===== src/rtl/alu_sequencer_if.sv =====
// Bus between the alu_sequencer and the instruction memory, ALU, register file and I/O strobes.
// master = sequencer side, slave = datapath/memory side.
interface alu_sequencer_if;
    logic        start;
    logic [15:0] imem_addr;
    logic [15:0] imem_data;
    logic        S;
    logic        Z;
    logic        V;
    logic        alu_e;
    logic [3:0]  alu_opcode;
    logic [3:0]  alu_d;
    logic [2:0]  rf_ra;
    logic [2:0]  rf_rb;
    logic [2:0]  rf_wa;
    logic        rf_we;
    logic [1:0]  wb_sel;
    logic [15:0] imm;
    logic        dmem_re;
    logic        dmem_we;
    logic        out_we;
    logic        halted;
    logic [2:0]  state;

    modport master (
        input  start, imem_data, S, Z, V,
        output imem_addr, alu_e, alu_opcode, alu_d, rf_ra, rf_rb, rf_wa, rf_we,
               wb_sel, imm, dmem_re, dmem_we, out_we, halted, state
    );

    modport slave (
        output start, imem_data, S, Z, V,
        input  imem_addr, alu_e, alu_opcode, alu_d, rf_ra, rf_rb, rf_wa, rf_we,
               wb_sel, imm, dmem_re, dmem_we, out_we, halted, state
    );
endinterface


===== src/rtl/alu_sequencer.sv =====
// Multi-cycle control unit for the 16-bit processor: fetch/decode/execute sequencing,
// PC ownership and branch evaluation. All bus outputs are registered.
//
//  state  | meaning
//  IDLE   | waiting for start
//  FETCH  | imem_addr = pc presented to instruction memory
//  DECODE | instruction word valid on imem_data, captured into ir
//  EXEC   | ALU strobe, branch flags sampled
//  MEM    | data memory strobe
//  WB     | register/output write-back, pc update
//  HALT   | stopped until reset
module alu_sequencer #(
    parameter logic [15:0] PC_RESET = 16'h0000
) (
    input logic            clk,
    input logic            rst,
    alu_sequencer_if.master bus
);

    typedef enum logic [2:0] {
        IDLE   = 3'd0,
        FETCH  = 3'd1,
        DECODE = 3'd2,
        EXEC   = 3'd3,
        MEM    = 3'd4,
        WB     = 3'd5,
        HALT   = 3'd6
    } state_t;

    state_t      state_q, state_d;
    logic [15:0] pc_q;
    logic [15:0] ir_q, ir_d;
    logic [15:0] imm_x;
    logic        taken_q;
    logic        branch_cond;
    logic        is_hlt;

    logic        alu_e_d, rf_we_d, out_we_d, dmem_re_d, dmem_we_d;
    logic [2:0]  ra_d, rb_d, wa_d;
    logic [1:0]  wb_sel_d;
    logic [3:0]  opcode_d, alu_d_d;
    logic [15:0] imm_d;
    logic        active;

    assign ir_d  = (state_q == DECODE) ? bus.imem_data : ir_q;
    assign imm_x = {{8{ir_q[7]}}, ir_q[7:0]};
    assign is_hlt = (ir_q[15:14] == 2'b11) && (ir_q[7:4] == 4'b1111);

    assign bus.imem_addr = pc_q;
    assign bus.state     = state_q;

    always_ff @(posedge clk or posedge rst) begin
        if (rst) state_q <= IDLE;
        else     state_q <= state_d;
    end

    always_comb begin
        state_d = state_q;
        case (state_q)
            IDLE:    if (bus.start) state_d = FETCH;
            FETCH:   state_d = DECODE;
            DECODE:  state_d = EXEC;
            EXEC:    state_d = is_hlt ? HALT : MEM;
            MEM:     state_d = WB;
            WB:      state_d = FETCH;
            HALT:    state_d = HALT;
            default: state_d = IDLE;
        endcase
    end

    always_comb begin
        branch_cond = 1'b0;
        if (ir_q[15:14] == 2'b10) begin
            if (ir_q[13:11] == 3'b100) begin
                branch_cond = 1'b1;
            end else if (ir_q[13:11] == 3'b111) begin
                case (ir_q[10:8])
                    3'b000:  branch_cond = bus.Z;
                    3'b001:  branch_cond = bus.S ^ bus.V;
                    3'b010:  branch_cond = bus.Z | (bus.S ^ bus.V);
                    3'b011:  branch_cond = !bus.Z;
                    default: branch_cond = 1'b0;
                endcase
            end
        end
    end

    // Outputs are decoded from the upcoming state and instruction so the registers
    // line up with the state they belong to; fields are zero outside EXEC..WB.
    always_comb begin
        active    = (state_d == EXEC) || (state_d == MEM) || (state_d == WB);
        alu_e_d   = 1'b0;
        rf_we_d   = 1'b0;
        out_we_d  = 1'b0;
        dmem_re_d = 1'b0;
        dmem_we_d = 1'b0;
        ra_d      = 3'd0;
        rb_d      = 3'd0;
        wa_d      = 3'd0;
        wb_sel_d  = 2'b00;
        opcode_d  = 4'd0;
        alu_d_d   = 4'd0;
        imm_d     = 16'd0;
        if (active) begin
            opcode_d = ir_d[7:4];
            alu_d_d  = ir_d[3:0];
            imm_d    = {{8{ir_d[7]}}, ir_d[7:0]};
            case (ir_d[15:14])
                2'b11: begin
                    ra_d     = ir_d[10:8];
                    rb_d     = ir_d[13:11];
                    wa_d     = ir_d[10:8];
                    alu_e_d  = (state_d == EXEC) &&
                               !(ir_d[7:4] inside {4'b0111, 4'b1110, 4'b1111});
                    rf_we_d  = (state_d == WB) &&
                               (ir_d[7:4] inside {4'b0000, 4'b0001, 4'b0010, 4'b0011, 4'b0100,
                                                  4'b0110, 4'b1000, 4'b1001, 4'b1010, 4'b1011,
                                                  4'b1100});
                    out_we_d = (state_d == WB) && (ir_d[7:4] == 4'b1101);
                end
                2'b00: begin
                    rb_d      = ir_d[10:8];
                    wa_d      = ir_d[13:11];
                    wb_sel_d  = 2'b01;
                    dmem_re_d = (state_d == MEM);
                    rf_we_d   = (state_d == WB);
                end
                2'b01: begin
                    ra_d      = ir_d[13:11];
                    rb_d      = ir_d[10:8];
                    dmem_we_d = (state_d == MEM);
                end
                default: begin
                    if (ir_d[13:11] == 3'b000) begin
                        wa_d     = ir_d[10:8];
                        wb_sel_d = 2'b10;
                        rf_we_d  = (state_d == WB);
                    end
                end
            endcase
        end
    end

    always_ff @(posedge clk or posedge rst) begin
        if (rst) begin
            pc_q    <= PC_RESET;
            ir_q    <= 16'd0;
            taken_q <= 1'b0;
        end else begin
            ir_q <= ir_d;
            if (state_q == EXEC) taken_q <= branch_cond;
            if (state_q == WB)   pc_q    <= pc_q + 16'd1 + (taken_q ? imm_x : 16'd0);
        end
    end

    always_ff @(posedge clk or posedge rst) begin
        if (rst) begin
            bus.alu_e      <= 1'b0;
            bus.alu_opcode <= 4'd0;
            bus.alu_d      <= 4'd0;
            bus.rf_ra      <= 3'd0;
            bus.rf_rb      <= 3'd0;
            bus.rf_wa      <= 3'd0;
            bus.rf_we      <= 1'b0;
            bus.wb_sel     <= 2'b00;
            bus.imm        <= 16'd0;
            bus.dmem_re    <= 1'b0;
            bus.dmem_we    <= 1'b0;
            bus.out_we     <= 1'b0;
            bus.halted     <= 1'b0;
        end else begin
            bus.alu_e      <= alu_e_d;
            bus.alu_opcode <= opcode_d;
            bus.alu_d      <= alu_d_d;
            bus.rf_ra      <= ra_d;
            bus.rf_rb      <= rb_d;
            bus.rf_wa      <= wa_d;
            bus.rf_we      <= rf_we_d;
            bus.wb_sel     <= wb_sel_d;
            bus.imm        <= imm_d;
            bus.dmem_re    <= dmem_re_d;
            bus.dmem_we    <= dmem_we_d;
            bus.out_we     <= out_we_d;
            bus.halted     <= (state_d == HALT);
        end
    end

endmodule


===== src/flat_wrapper.sv =====
// flat-port wrapper written by rule: the top's interface ports become plain ports
module alu_sequencer_flat 
#(
    parameter logic [15:0] PC_RESET = 16'h0000
)
  (clk, rst, bus_start, bus_imem_data, bus_S, bus_Z, bus_V, bus_imem_addr, bus_alu_e, bus_alu_opcode, bus_alu_d, bus_rf_ra, bus_rf_rb, bus_rf_wa, bus_rf_we, bus_wb_sel, bus_imm, bus_dmem_re, bus_dmem_we, bus_out_we, bus_halted, bus_state);
  alu_sequencer_if bus_i ();
  input logic clk;
  input logic rst;
  input wire logic [$bits(bus_i.start)-1:0] bus_start;
  input wire logic [$bits(bus_i.imem_data)-1:0] bus_imem_data;
  input wire logic [$bits(bus_i.S)-1:0] bus_S;
  input wire logic [$bits(bus_i.Z)-1:0] bus_Z;
  input wire logic [$bits(bus_i.V)-1:0] bus_V;
  output wire logic [$bits(bus_i.imem_addr)-1:0] bus_imem_addr;
  output wire logic [$bits(bus_i.alu_e)-1:0] bus_alu_e;
  output wire logic [$bits(bus_i.alu_opcode)-1:0] bus_alu_opcode;
  output wire logic [$bits(bus_i.alu_d)-1:0] bus_alu_d;
  output wire logic [$bits(bus_i.rf_ra)-1:0] bus_rf_ra;
  output wire logic [$bits(bus_i.rf_rb)-1:0] bus_rf_rb;
  output wire logic [$bits(bus_i.rf_wa)-1:0] bus_rf_wa;
  output wire logic [$bits(bus_i.rf_we)-1:0] bus_rf_we;
  output wire logic [$bits(bus_i.wb_sel)-1:0] bus_wb_sel;
  output wire logic [$bits(bus_i.imm)-1:0] bus_imm;
  output wire logic [$bits(bus_i.dmem_re)-1:0] bus_dmem_re;
  output wire logic [$bits(bus_i.dmem_we)-1:0] bus_dmem_we;
  output wire logic [$bits(bus_i.out_we)-1:0] bus_out_we;
  output wire logic [$bits(bus_i.halted)-1:0] bus_halted;
  output wire logic [$bits(bus_i.state)-1:0] bus_state;
  assign bus_i.start = bus_start;
  assign bus_i.imem_data = bus_imem_data;
  assign bus_i.S = bus_S;
  assign bus_i.Z = bus_Z;
  assign bus_i.V = bus_V;
  assign bus_imem_addr = bus_i.imem_addr;
  assign bus_alu_e = bus_i.alu_e;
  assign bus_alu_opcode = bus_i.alu_opcode;
  assign bus_alu_d = bus_i.alu_d;
  assign bus_rf_ra = bus_i.rf_ra;
  assign bus_rf_rb = bus_i.rf_rb;
  assign bus_rf_wa = bus_i.rf_wa;
  assign bus_rf_we = bus_i.rf_we;
  assign bus_wb_sel = bus_i.wb_sel;
  assign bus_imm = bus_i.imm;
  assign bus_dmem_re = bus_i.dmem_re;
  assign bus_dmem_we = bus_i.dmem_we;
  assign bus_out_we = bus_i.out_we;
  assign bus_halted = bus_i.halted;
  assign bus_state = bus_i.state;
  alu_sequencer #(.PC_RESET(PC_RESET)) u_core (.clk(clk), .rst(rst), .bus(bus_i));
endmodule

===== config.mk =====
export PLATFORM = sky130hd
export DESIGN_NAME = alu_sequencer_flat
export DESIGN_NICKNAME = d
export VERILOG_FILES = /design/src/rtl/alu_sequencer_if.sv /design/src/rtl/alu_sequencer.sv /design/src/flat_wrapper.sv
export SDC_FILE = /design/constraint.sdc
export NUM_CORES = 1
export LEC_CHECK = 0
export CAP_MARGIN = 10
export CORE_ASPECT_RATIO = 2
export CORE_MARGIN = 3
export CORE_UTILIZATION = 49
export DETAILED_ROUTE_END_ITERATION = 10
export GPL_TIMING_DRIVEN = 0
export PLACE_DENSITY = 0.87
export SYNTH_ARGS = -nofsm -noshare
export SYNTH_HDL_FRONTEND = slang
export SYNTH_SLANG_ARGS = --single-unit

===== constraint.sdc =====
create_clock -name clk -period 5.93 [get_ports clk]
set_input_delay 0.593 -clock clk [delete_from_list [all_inputs] [get_ports clk]]
set_output_delay 0.593 -clock clk [all_outputs]
set_load 0.1 [all_outputs]

==> summary.md <==
| Metric | Value |
|---|---|
| Status | `completed` |
| Row cnt | `41` |
| # setup viols final | `0` |
| Cell area after synthesis | `3270 sq um` |
| CTS Hold Buffers Added | `0` |
| Worst-Skew Late Latency | `0.33 ns` |
| EDFF count, synth | `0` |
| Post-route DRC | `0` |
| Most common cell in the netlist | `dfrtp_1` |
| Postcts setup bufs | `0` |
| Initial antenna violation count | `0` |
| Clock-pin slew on the worst setup and hold paths | `0.05 ns` |
| Routed Antenna Nets | `0` |
| Layout Nets | `456` |
| Number of global-route vias before repair | `2911` |
| TritonCTS buffer count | `9` |
| Synth Area per Inst | `10.1 sq um` |
| Final wirelength | `8140 um` |
| Clock sink total | `61` |
| Overall die area | `7750 sq um` |
| Worst Setup End Kind | `register` |
| Hold Fails Final Rpt | `0` |
| Area of placed instances | `4210 sq um` |
| Max-Cap Viols | `0` |
| Chip Width | `63.8 um` |
| DP HPWL | `6220 um` |
| Iter 0 DRT Violations | `158` |
| Ys flop type | `dfrtp_1` |
| Largest net degree at the start of global routing | `41` |
| Overflow after GRT | `0` |
| Fillers | `463` |
| Unrepaired setup endpoints after global routing | `no` |
| Die height | `122 um` |
| # IOs | `82` |
| Mapped Cells | `325` |
| Buffers on Ports | `81` |
| Final Cycle Share | `45.9%` |
| Yosys cell types | `47` |
| Period minus WS final | `2.72 ns` |
| Synth area leaders | `dfrtp_1 (47%), ha_1 (5.7%), mux2_2 (4.1%)` |
| FF+latch count, synth | `61` |
| Longest Clk Path Bufs | `2` |
| First-pass GRT wire length | `13500 um` |
| CTS H-tree depth | `3` |
| ANT cells | `0` |
| Area leader, netlist | `dfrtp_1` |
| WS Path Type | `reg2reg` |
| Commonest cells post-synth | `dfrtp_1 (61), nand2_1 (29), nor2_1 (26), o21ai_0 (26), inv_1 (17)` |
| Final instance area | `4520 sq um` |
| Area grow syn2layout | `38.1%` |
| Vias | `2770` |
| Starting Density | `51.0%` |
| Worst slew pin tran | `1.01 ns` |
| Seq/Total Area, Yosys | `46.7%` |
| CTS tree | `done` |
| Min Hold Slack | `0.465 ns` |
| Critical Path AT | `2.91 ns` |
| Core area | `6410 sq um` |
| Vias/cell | `5.44` |
| TNS Setup | `0 ns` |
| Synth warn | `0` |
| Post-cts sizing count | `0` |
| Share of cells above drive strength 1 | `12.8%` |
| GRT Resource Usage Total | `22.6%` |
| Syn_nets | `363` |
| Synth top area share | `46.7%` |
| DR WL/cell | `16.0 um` |
| Max Clock Freq | `367 MHz` |
| Slew headroom | `32.5%` |
| CP Max Fanout | `9` |
| CP startpoint kind | `register` |
| WP data required | `6.12 ns` |
| Ys async rst share | `100%` |
| GP Congestion | `0.932` |
| Max Clock Skew | `0.00656 ns` |
| Drt first pass iters | `4` |
| Worst Hold Class | `reg2reg` |
| Fin. max-slew vios | `0` |
| CTS root buf | `clkbuf_16` |
## cells by family (layout without fill, tap and decap cells)
kind of cell    after synthesis  in the layout  synth area share, %
simple gates                 96             96                 14.2
compound gates               77             77                 15.4
buf+inv                      43            141                 7.61
mux                          18             18                 5.97
xor+xnor                     14             14                 3.75
flops                        61             61                 46.7
fa+ha+maj                    16             16                 6.35
## layout make-up
cell class | count | area (sq um) | share of cell area, %
plain buffers | 26 | 185 | 4.10
clock buffers | 12 | 236 | 5.23
clock inverters | 4 | 72.6 | 1.61
inverters | 17 | 63.8 | 1.41
multi-input cells | 221 | 1500 | 33.1
flip-flops and latches | 61 | 1530 | 33.8
well taps | 86 | 108 | 2.38
repair buffers | 82 | 831 | 18.4
## per-layer routing
metal | GRT usage (%) | share of wire (%)
met4 | 11.4 | 3.2
met1 | 22.8 | 35
met3 | 5.07 | 3.3
met2 | 42.1 | 58
met5 | 0 | 0
## sequential cells by signal, summed over array words and instances (netlist names)
name                   flops
u_core.bus.alu_d           3
u_core.bus.state           3
u_core.taken_q             1
u_core.bus.alu_opcode      3
u_core.bus.dmem_re         1
u_core.bus.halted          1
u_core.bus.imem_addr      16
u_core.bus.rf_wa           3
u_core.bus.rf_rb           3
u_core.bus.rf_we           1
u_core.bus.out_we          1
u_core.ir_q               16
u_core.bus.rf_ra           3
u_core.bus.dmem_we         1
u_core.bus.imm             2
u_core.bus.wb_sel          2
u_core.bus.alu_e           1
## worst max-delay path: stages (launching register included)
cell and delay [ns]:
dfrtp_1 0.45, nand2_1 0.10, ha_1 0.16, inv_1 0.05, fa_1 0.42, a211oi_1 0.35, nor3_1 0.14, o2111ai_1 0.30
nand3_1 0.16, a31oi_1 0.22, xor2_1 0.16, o21ai_0 0.09
## cells in the final DEF (no fill, tap or decap), types with 4 or more instances in the layout
| master | instances |
|---|---|
| clkdlybuf4s50_1 | 81 |
| dfrtp_1 | 61 |
| nand2_1 | 29 |
| o21ai_0 | 26 |
| nor2_1 | 26 |
| inv_1 | 16 |
| buf_4 | 16 |
| ha_1 | 15 |
| a21oi_1 | 13 |
| mux2_2 | 12 |
| o21a_1 | 9 |
| nor3_1 | 9 |
| clkbuf_16 | 9 |
| xor2_1 | 8 |
| clkbuf_1 | 6 |
| and2_1 | 6 |
| mux2i_1 | 6 |
| nand3_1 | 6 |
| xnor2_1 | 6 |
| a21o_1 | 5 |
| buf_2 | 4 |
| nand3b_1 | 4 |
| nand4_1 | 4 |
| a2111oi_0 | 4 |
| a31oi_1 | 4 |
## through the flow
stage               setup slack (ns)  util [%]  instances
finish                          3.21      70.5        509
global route                    2.98      70.5        509
CTS                             3.20      70.5        509
detailed placement              3.23      65.7        493
global placement                2.76      65.3        492
floorplan                       3.17         -        325
## path summary, 6_finish.rpt
| path | startpoint | endpoint | slack (ns) | cells past startpoint |
|---|---|---|---|---|
| worst min register to register | u_core.bus.imem_addr[15] | u_core.bus.imem_addr[15] | 0.47 | 1 |
| worst min-delay path | u_core.bus.imem_addr[15] | u_core.bus.imem_addr[15] | 0.47 | 1 |
| worst max register to register | u_core.taken_q | u_core.bus.imem_addr[14] | 3.21 | 11 |
| worst max-delay path | u_core.taken_q | u_core.bus.imem_addr[14] | 3.21 | 11 |
| max in group asynchronous | rst | u_core.bus.imem_addr[15] | 4.75 | 3 |
| min in group asynchronous | rst | u_core.bus.rf_we | 0.61 | 2 |
Power is left out: the tool's default activity adds up to more than one toggle a clock period on the data nets, which glitch-free logic cannot reach.
